==> src/rtl/rsc_frame_encoder_if.sv <==
// Handshake bundle between the RSC encoder, its bit source and the puncturer.
// Latency: none (signal bundle only).
// Backpressure: carries in_valid/in_ready and out_valid/out_ready pairs.
//
// Signals:
//   start                      frame start pulse (source -> encoder)
//   in_bit, in_valid, in_ready information bit handshake
//   out_sys, out_par           systematic / parity pair
//   out_tail, out_last         pair is a tail step / final pair of frame
//   out_valid, out_ready       output pair handshake
//   busy, enc_state            encoder status: not idle, trellis state {r1,r2}
// Modports: master = bit source / pair sink side, slave = encoder side.
interface rsc_frame_encoder_if;
    logic       start;
    logic       in_bit;
    logic       in_valid;
    logic       in_ready;
    logic       out_sys;
    logic       out_par;
    logic       out_tail;
    logic       out_last;
    logic       out_valid;
    logic       out_ready;
    logic       busy;
    logic [1:0] enc_state;

    modport master (
        output start, in_bit, in_valid, out_ready,
        input  in_ready, out_sys, out_par, out_tail, out_last, out_valid,
               busy, enc_state
    );

    modport slave (
        input  start, in_bit, in_valid, out_ready,
        output in_ready, out_sys, out_par, out_tail, out_last, out_valid,
               busy, enc_state
    );
endinterface

==> src/rtl/rsc_frame_encoder.sv <==
// Frame-level 4-state recursive systematic convolutional encoder (turbo constituent).
// Latency: (sys,par) pair for an accepted bit is valid the cycle after acceptance.
// Backpressure: out_valid & !out_ready holds the pair; no bit accepted, no tail step.
//
// Ports:
//   clk, rst   rising-edge clock, asynchronous active-high reset
//   enc        rsc_frame_encoder_if.slave: start, in_bit/in_valid/in_ready,
//              out_sys/out_par/out_tail/out_last/out_valid/out_ready, busy, enc_state
// Parameters: FRAME_LEN information bits per frame, CNT_W bit counter width.
// Build option: define RSC_TAIL_EN to append two trellis-terminating tail pairs.
module rsc_frame_encoder #(
    parameter int FRAME_LEN = 40,
    parameter int CNT_W     = 16
) (
    input  logic             clk,
    input  logic             rst,
    rsc_frame_encoder_if.slave enc
);

`ifdef RSC_TAIL_EN
    typedef enum logic [1:0] {S_IDLE = 2'd0, S_DATA = 2'd1, S_TAIL = 2'd2} state_t;
`else
    typedef enum logic [1:0] {S_IDLE = 2'd0, S_DATA = 2'd1} state_t;
`endif

    localparam logic [CNT_W-1:0] LAST_IDX = CNT_W'(FRAME_LEN - 1);

    state_t           state_q, state_d;
    logic [CNT_W-1:0] cnt_q, cnt_d;
    logic [1:0]       enc_q, enc_d;      // {r1,r2}
    logic             sys_q, sys_d;
    logic             par_q, par_d;
    logic             last_q, last_d;
    logic             vld_q, vld_d;
`ifdef RSC_TAIL_EN
    logic             tail_q, tail_d;
    logic             tstep_q, tstep_d;  // 0: first tail step pending, 1: second
`endif

    logic             adv;      // output register can take a new pair this cycle
    logic             in_rdy;
    logic             u_w;
    logic             a_w;

    // ---------------- state register ----------------
    always_ff @(posedge clk or posedge rst) begin
        if (rst) begin
            state_q <= S_IDLE;
            cnt_q   <= '0;
            enc_q   <= 2'b00;
            sys_q   <= 1'b0;
            par_q   <= 1'b0;
            last_q  <= 1'b0;
            vld_q   <= 1'b0;
`ifdef RSC_TAIL_EN
            tail_q  <= 1'b0;
            tstep_q <= 1'b0;
`endif
        end else begin
            state_q <= state_d;
            cnt_q   <= cnt_d;
            enc_q   <= enc_d;
            sys_q   <= sys_d;
            par_q   <= par_d;
            last_q  <= last_d;
            vld_q   <= vld_d;
`ifdef RSC_TAIL_EN
            tail_q  <= tail_d;
            tstep_q <= tstep_d;
`endif
        end
    end

    // ---------------- next-state logic ----------------
    always_comb begin
        state_d = state_q;
        cnt_d   = cnt_q;
        enc_d   = enc_q;
        sys_d   = sys_q;
        par_d   = par_q;
        last_d  = last_q;
        // A taken pair empties the register unless a new one is loaded below.
        vld_d   = vld_q & ~enc.out_ready;
`ifdef RSC_TAIL_EN
        tail_d  = tail_q;
        tstep_d = tstep_q;
`endif
        u_w     = 1'b0;
        a_w     = 1'b0;

        case (state_q)
            S_IDLE: begin
                if (enc.start) begin
                    state_d = S_DATA;
                    enc_d   = 2'b00;
                    cnt_d   = '0;
                end
            end

            S_DATA: begin
                if (enc.in_valid && in_rdy) begin
                    u_w   = enc.in_bit;
                    a_w   = u_w ^ enc_q[1] ^ enc_q[0];
                    sys_d = u_w;
                    par_d = a_w ^ enc_q[0];
                    vld_d = 1'b1;
                    enc_d = {a_w, enc_q[1]};
                    cnt_d = cnt_q + CNT_W'(1);
`ifdef RSC_TAIL_EN
                    tail_d = 1'b0;
                    last_d = 1'b0;
                    if (cnt_q == LAST_IDX) begin
                        state_d = S_TAIL;
                        tstep_d = 1'b0;
                    end
`else
                    last_d = (cnt_q == LAST_IDX);
                    if (cnt_q == LAST_IDX) begin
                        state_d = S_IDLE;
                    end
`endif
                end
            end

`ifdef RSC_TAIL_EN
            S_TAIL: begin
                if (adv) begin
                    // Feeding u = r1^r2 makes the feedback bit a zero, so two
                    // steps shift zeros into both registers and end in state 00.
                    u_w     = enc_q[1] ^ enc_q[0];
                    sys_d   = u_w;
                    par_d   = enc_q[0];
                    tail_d  = 1'b1;
                    last_d  = tstep_q;
                    vld_d   = 1'b1;
                    enc_d   = {1'b0, enc_q[1]};
                    tstep_d = 1'b1;
                    if (tstep_q) begin
                        state_d = S_IDLE;
                    end
                end
            end
`endif

            default: state_d = S_IDLE;
        endcase
    end

    // ---------------- output logic ----------------
    always_comb begin
        adv    = ~vld_q | enc.out_ready;
        in_rdy = (state_q == S_DATA) & adv;
    end

    assign enc.in_ready  = in_rdy;
    assign enc.out_sys   = sys_q;
    assign enc.out_par   = par_q;
    assign enc.out_last  = last_q;
    assign enc.out_valid = vld_q;
    assign enc.busy      = (state_q != S_IDLE);
    assign enc.enc_state = enc_q;
`ifdef RSC_TAIL_EN
    assign enc.out_tail  = tail_q;
`else
    assign enc.out_tail  = 1'b0;
`endif

endmodule

==> src/flat_wrapper.sv <==
// flat-port wrapper written by rule: the top's interface ports become plain ports
module rsc_frame_encoder_flat 
#(
    parameter int FRAME_LEN = 40,
    parameter int CNT_W     = 16
)
  (clk, rst, enc_start, enc_in_bit, enc_in_valid, enc_out_ready, enc_in_ready, enc_out_sys, enc_out_par, enc_out_tail, enc_out_last, enc_out_valid, enc_busy, enc_enc_state);
  rsc_frame_encoder_if enc_i ();
  input  logic clk;
  input  logic rst;
  input wire logic [$bits(enc_i.start)-1:0] enc_start;
  input wire logic [$bits(enc_i.in_bit)-1:0] enc_in_bit;
  input wire logic [$bits(enc_i.in_valid)-1:0] enc_in_valid;
  input wire logic [$bits(enc_i.out_ready)-1:0] enc_out_ready;
  output wire logic [$bits(enc_i.in_ready)-1:0] enc_in_ready;
  output wire logic [$bits(enc_i.out_sys)-1:0] enc_out_sys;
  output wire logic [$bits(enc_i.out_par)-1:0] enc_out_par;
  output wire logic [$bits(enc_i.out_tail)-1:0] enc_out_tail;
  output wire logic [$bits(enc_i.out_last)-1:0] enc_out_last;
  output wire logic [$bits(enc_i.out_valid)-1:0] enc_out_valid;
  output wire logic [$bits(enc_i.busy)-1:0] enc_busy;
  output wire logic [$bits(enc_i.enc_state)-1:0] enc_enc_state;
  assign enc_i.start = enc_start;
  assign enc_i.in_bit = enc_in_bit;
  assign enc_i.in_valid = enc_in_valid;
  assign enc_i.out_ready = enc_out_ready;
  assign enc_in_ready = enc_i.in_ready;
  assign enc_out_sys = enc_i.out_sys;
  assign enc_out_par = enc_i.out_par;
  assign enc_out_tail = enc_i.out_tail;
  assign enc_out_last = enc_i.out_last;
  assign enc_out_valid = enc_i.out_valid;
  assign enc_busy = enc_i.busy;
  assign enc_enc_state = enc_i.enc_state;
  rsc_frame_encoder #(.FRAME_LEN(FRAME_LEN), .CNT_W(CNT_W)) u_core (.clk(clk), .rst(rst), .enc(enc_i));
endmodule
==> config.mk <==
export PLATFORM = sky130hd
export DESIGN_NAME = rsc_frame_encoder_flat
export DESIGN_NICKNAME = d
export VERILOG_FILES = /design/src/rtl/rsc_frame_encoder_if.sv /design/src/rtl/rsc_frame_encoder.sv /design/src/flat_wrapper.sv
export SDC_FILE = /design/constraint.sdc
export NUM_CORES = 1
export LEC_CHECK = 0
export BUFFER_PORTS_ARGS = -buffer_cell sky130_fd_sc_hd__buf_4
export CAP_MARGIN = 30
export CORE_ASPECT_RATIO = 1.25
export CORE_MARGIN = 2
export CORE_UTILIZATION = 30
export CTS_CLUSTER_DIAMETER = 100
export DETAILED_ROUTE_END_ITERATION = 8
export GPL_TIMING_DRIVEN = 0
export PLACE_DENSITY_LB_ADDON = 0.2
export SYNTH_ARGS = -nofsm -noshare
export SYNTH_HDL_FRONTEND = slang
export SYNTH_SLANG_ARGS = --single-unit
==> constraint.sdc <==
create_clock -name clk -period 1.7 [get_ports clk]
set_input_delay 0.17 -clock clk [delete_from_list [all_inputs] [get_ports clk]]
set_output_delay 0.17 -clock clk [all_outputs]
set_load 0.02 [all_outputs]
==> flow_results.xml <==
<?xml version="1.0" encoding="UTF-8"?>
<metrics>
  <group name="run_status">
    <metric name="outcome" unit="">complete, no violations</metric>
  </group>
  <group name="sta">
    <metric name="hold_violations" unit="">0</metric>
    <metric name="tns" unit="ns">0</metric>
    <metric name="worst_slew_pin_slew" unit="ns">0.897</metric>
    <metric name="finalCriticalPeriod" unit="ns">1.60</metric>
    <metric name="setup_viol" unit="">0</metric>
    <metric name="min_period_over_period" unit="">0.942</metric>
    <metric name="max_clock_freq" unit="MHz">625</metric>
    <metric name="slew-limit-headroom" unit="">0.402</metric>
    <metric name="unrepaired_setup_endpoints_after_global_routing" unit="">false</metric>
    <metric name="min_hold_slack" unit="ns">0.101</metric>
    <metric name="fin_worst_skew" unit="ns">0.00296</metric>
    <metric name="final_max_slew_viol_count" unit="">0</metric>
  </group>
  <group name="cells_and_area">
    <metric name="fillCellCount" unit="">417</metric>
    <metric name="layout.cell_area.non_filler" unit="um^2">1470</metric>
    <metric name="postLayoutCoreUtil" unit="">0.386</metric>
    <metric name="design.final.nets" unit="">159</metric>
    <metric name="drive_above_1_share" unit="">0.219</metric>
    <metric name="ff_latch_area" unit="um^2">578</metric>
    <metric name="area.growth.synth_to_final" unit="%">21.8</metric>
    <metric name="number_of_antenna_cells_inserted" unit="">0</metric>
    <metric name="multi_input_comb_area" unit="um^2">624</metric>
  </group>
  <group name="yosys">
    <metric name="synth-edff-count" unit="">0</metric>
    <metric name="leading_cell_types_by_total_area_after_synthesis" unit="">sky130_fd_sc_hd__dfrtp_1 48%, sky130_fd_sc_hd__o31ai_1 5.6%, sky130_fd_sc_hd__or4_1 5.6%</metric>
    <metric name="synth.lib_cells_used.distinct" unit="">34</metric>
    <metric name="ys.warnings.count" unit="">0</metric>
    <metric name="synth_async_sr_flop_share" unit="">1.00</metric>
    <metric name="number_of_synthesized_register_bits" unit="">23</metric>
    <metric name="mappedNetlistArea" unit="um^2">1210</metric>
    <metric name="synth.yosys.seq_area_share" unit="">0.476</metric>
    <metric name="synth_top_area_cell" unit="">sky130_fd_sc_hd__dfrtp_1</metric>
    <metric name="postSynth.topFlopCell" unit="">sky130_fd_sc_hd__dfrtp_1</metric>
    <metric name="synthCells" unit="">131</metric>
    <metric name="synthDominantCellAreaShare" unit="">0.476</metric>
    <metric name="synth.avg_cell_area" unit="um^2">9.24</metric>
    <metric name="synth_fp_nets" unit="">138</metric>
  </group>
  <group name="power">
    <metric name="vdd.ir_drop.worst" unit="mV">0.522</metric>
    <metric name="power_density" unit="nW/um^2">1050</metric>
    <metric name="reported_leakage_power" unit="uW">0.000612</metric>
    <metric name="total_power" unit="uW">1540</metric>
  </group>
  <group name="global_routing">
    <metric name="grt_resource_usage_total" unit="">0.136</metric>
    <metric name="grt_first_pass_wirelength" unit="um">4740</metric>
    <metric name="grt_pass1_vias" unit="">1065</metric>
    <metric name="antenna_violations_before_repair" unit="">0</metric>
    <metric name="grt_max_degree" unit="">24</metric>
    <metric name="grt_overflow_total" unit="">0</metric>
  </group>
  <group name="floorplan">
    <metric name="fp.dieW" unit="um">60.8</metric>
    <metric name="die-height" unit="um">75</metric>
    <metric name="floorplan.initialDensity" unit="">0.317</metric>
    <metric name="io_pins" unit="">15</metric>
    <metric name="fp-row-count" unit="">25</metric>
    <metric name="placeableCoreArea" unit="um^2">3820</metric>
    <metric name="die_area" unit="um^2">4560</metric>
  </group>
  <group name="setup_path">
    <metric name="critPathArrivalTime" unit="ns">1.79</metric>
    <metric name="setup.worst_path.end_class" unit="">flop</metric>
    <metric name="critPathKind" unit="">reg -&gt; reg</metric>
    <metric name="worst_setup_path_start_kind" unit="">flop</metric>
    <metric name="critical_path.max_fanout" unit="">8</metric>
    <metric name="setup.reg_to_reg.worst_slack" unit="ns">0.1</metric>
    <metric name="required" unit="ns">1.89</metric>
  </group>
  <group name="cts">
    <metric name="worst_setup_hold_path_clk_slew" unit="ns">0.08</metric>
    <metric name="cts_htree_levels" unit="">1</metric>
    <metric name="max-clock-path-buffers" unit="">2</metric>
    <metric name="cts_tree" unit="">done</metric>
    <metric name="cts.sink_count" unit="">23</metric>
    <metric name="clk_root_buffer_cell" unit="">sky130_fd_sc_hd__clkbuf_8</metric>
    <metric name="worst_skew_pair.late_latency" unit="ns">0.26</metric>
    <metric name="cts-buffers-inserted" unit="">3</metric>
  </group>
  <group name="placed_design">
    <metric name="routability_congestion_estimate" unit="">0.747</metric>
    <metric name="portBuffers" unit="">13</metric>
    <metric name="dp_hpwl" unit="um">2020</metric>
    <metric name="placed_area" unit="um^2">1380</metric>
  </group>
  <group name="routing">
    <metric name="first_iter_violations" unit="">32</metric>
    <metric name="firstDrtPassIters" unit="">4</metric>
    <metric name="route.final.wire_length" unit="um">2730</metric>
    <metric name="drc" unit="">0</metric>
    <metric name="drt-vias-per-instance" unit="">5.31</metric>
    <metric name="drt.antenna.violating_nets" unit="">0</metric>
    <metric name="num_vias" unit="">1089</metric>
    <metric name="wl_per_cell" unit="um">13.3</metric>
  </group>
  <group name="flow_run">
    <metric name="max_cap_viol_count" unit="">0</metric>
  </group>
  <group name="hold_path">
    <metric name="hold_class" unit="">in -&gt; async</metric>
  </group>
</metrics>
## routing by layer
metal	up-vias	wire, um	GRT usage	part of all wire
met5	-	0	0	0
met4	0	20	0.0411	0.0073
met3	3	142	0.0206	0.052
met2	32	1270	0.223	0.46
met1	529	1300	0.183	0.48
li1	525	-	-	-
## sequential cells by signal, indices dropped and copies added, names as in the netlist
name,flops
u_core.state_q,1
u_core.cnt_q,16
u_core.enc.out_valid,1
u_core.enc.out_par,1
u_core.enc.enc_state,2
u_core.enc.out_sys,1
u_core.enc.out_last,1
## worst max-delay path: stages (launching register included)
cell	delay, ns
sky130_fd_sc_hd__dfrtp_1	0.42
sky130_fd_sc_hd__buf_4	0.14
sky130_fd_sc_hd__and4_4	0.25
sky130_fd_sc_hd__nand2_4	0.08
sky130_fd_sc_hd__or4_1	0.47
sky130_fd_sc_hd__a21oi_1	0.16
## report_power, final
group	total, uW	leakage (uW)	switching, uW	internal, uW
Combinational	390	0.000298	199	190
Clock	340	0.0000228	172	167
Sequential	811	0.000291	156	655
Total	1540	0.000612	528	1010
## layout by cell type, fill, tap and decap left out, types with 2 or more instances in the layout
master / instances
sky130_fd_sc_hd__clkbuf_8: 3
sky130_fd_sc_hd__or4_1: 9
sky130_fd_sc_hd__xnor2_1: 3
sky130_fd_sc_hd__nand4_1: 5
sky130_fd_sc_hd__nor4b_1: 2
sky130_fd_sc_hd__o21ai_0: 7
sky130_fd_sc_hd__o31ai_1: 9
sky130_fd_sc_hd__dfrtp_1: 21
sky130_fd_sc_hd__dfrtp_2: 2
sky130_fd_sc_hd__buf_4: 17
sky130_fd_sc_hd__nand3_1: 6
sky130_fd_sc_hd__nor3_1: 2
sky130_fd_sc_hd__and4_1: 2
sky130_fd_sc_hd__nand2_1: 16
sky130_fd_sc_hd__nor2_1: 8
sky130_fd_sc_hd__inv_1: 3
sky130_fd_sc_hd__clkbuf_1: 2
sky130_fd_sc_hd__a21oi_1: 12
## area by class of cell
cell class / count / area share
clock buffer: 4 / 0.0306
sequential: 23 / 0.392
tap: 54 / 0.0458
inverter: 3 / 0.00764
timing repair buffer: 16 / 0.0815
multi-input combinational: 101 / 0.424
buffer: 4 / 0.0187
## path summary, 6_finish.rpt
check                              startpoint             endpoint  cells after the start
setup / recovery              u_core.cnt_q[0]     u_core.cnt_q[13]                      5
hold / removal                            rst  u_core.enc.out_last                      2
setup reg to reg              u_core.cnt_q[0]     u_core.cnt_q[13]                      5
hold reg to reg            u_core.enc.out_sys   u_core.enc.out_sys                      2
max in group asynchronous                 rst      u_core.cnt_q[4]                      2
min in group clk                   enc_in_bit   u_core.enc.out_sys                      3
## synthesized netlist by cell type (2+ instances only)
library cell	instances
sky130_fd_sc_hd__nor2_1	8
sky130_fd_sc_hd__nand2_1	17
sky130_fd_sc_hd__nand3_1	6
sky130_fd_sc_hd__o31ai_1	9
sky130_fd_sc_hd__xnor2_1	3
sky130_fd_sc_hd__dfrtp_1	23
sky130_fd_sc_hd__a21oi_1	12
sky130_fd_sc_hd__nand4_1	5
sky130_fd_sc_hd__nand2b_1	2
sky130_fd_sc_hd__nor4b_1	2
sky130_fd_sc_hd__inv_1	3
sky130_fd_sc_hd__or4_1	9
sky130_fd_sc_hd__nor3_1	2
sky130_fd_sc_hd__and4_1	3
sky130_fd_sc_hd__o21ai_0	7
sky130_fd_sc_hd__and2_1	2
## cell families after synthesis
kind of cell | Yosys count | share of synthesized area
AOI/OAI and AO/OA | 33 | 0.168
xor gates and xnor gates | 4 | 0.0290
adders and majority gates | 1 | 0.0103
buffers and inverters | 7 | 0.0321
DFF | 23 | 0.476
other | 1 | 0.00310
and+or+nand+nor | 62 | 0.282
## stage by stage
step	std cells	setup slack [ns]
6_report	205	0.0992
5_1_grt	205	0.0121
4_1_cts	203	0.0279
3_5_place_dp	198	-0.0288
3_3_place_gp	198	0.0202
2_1_floorplan	131	0.0485
## repair_timing
item / in CTS / in global routing
setup endpoints to repair: 4 / 11
resized for setup: 0 / 10
hold buffers: 0 / 0
buffers inserted: 1 / 2
(Power assumes the default switching activity.)
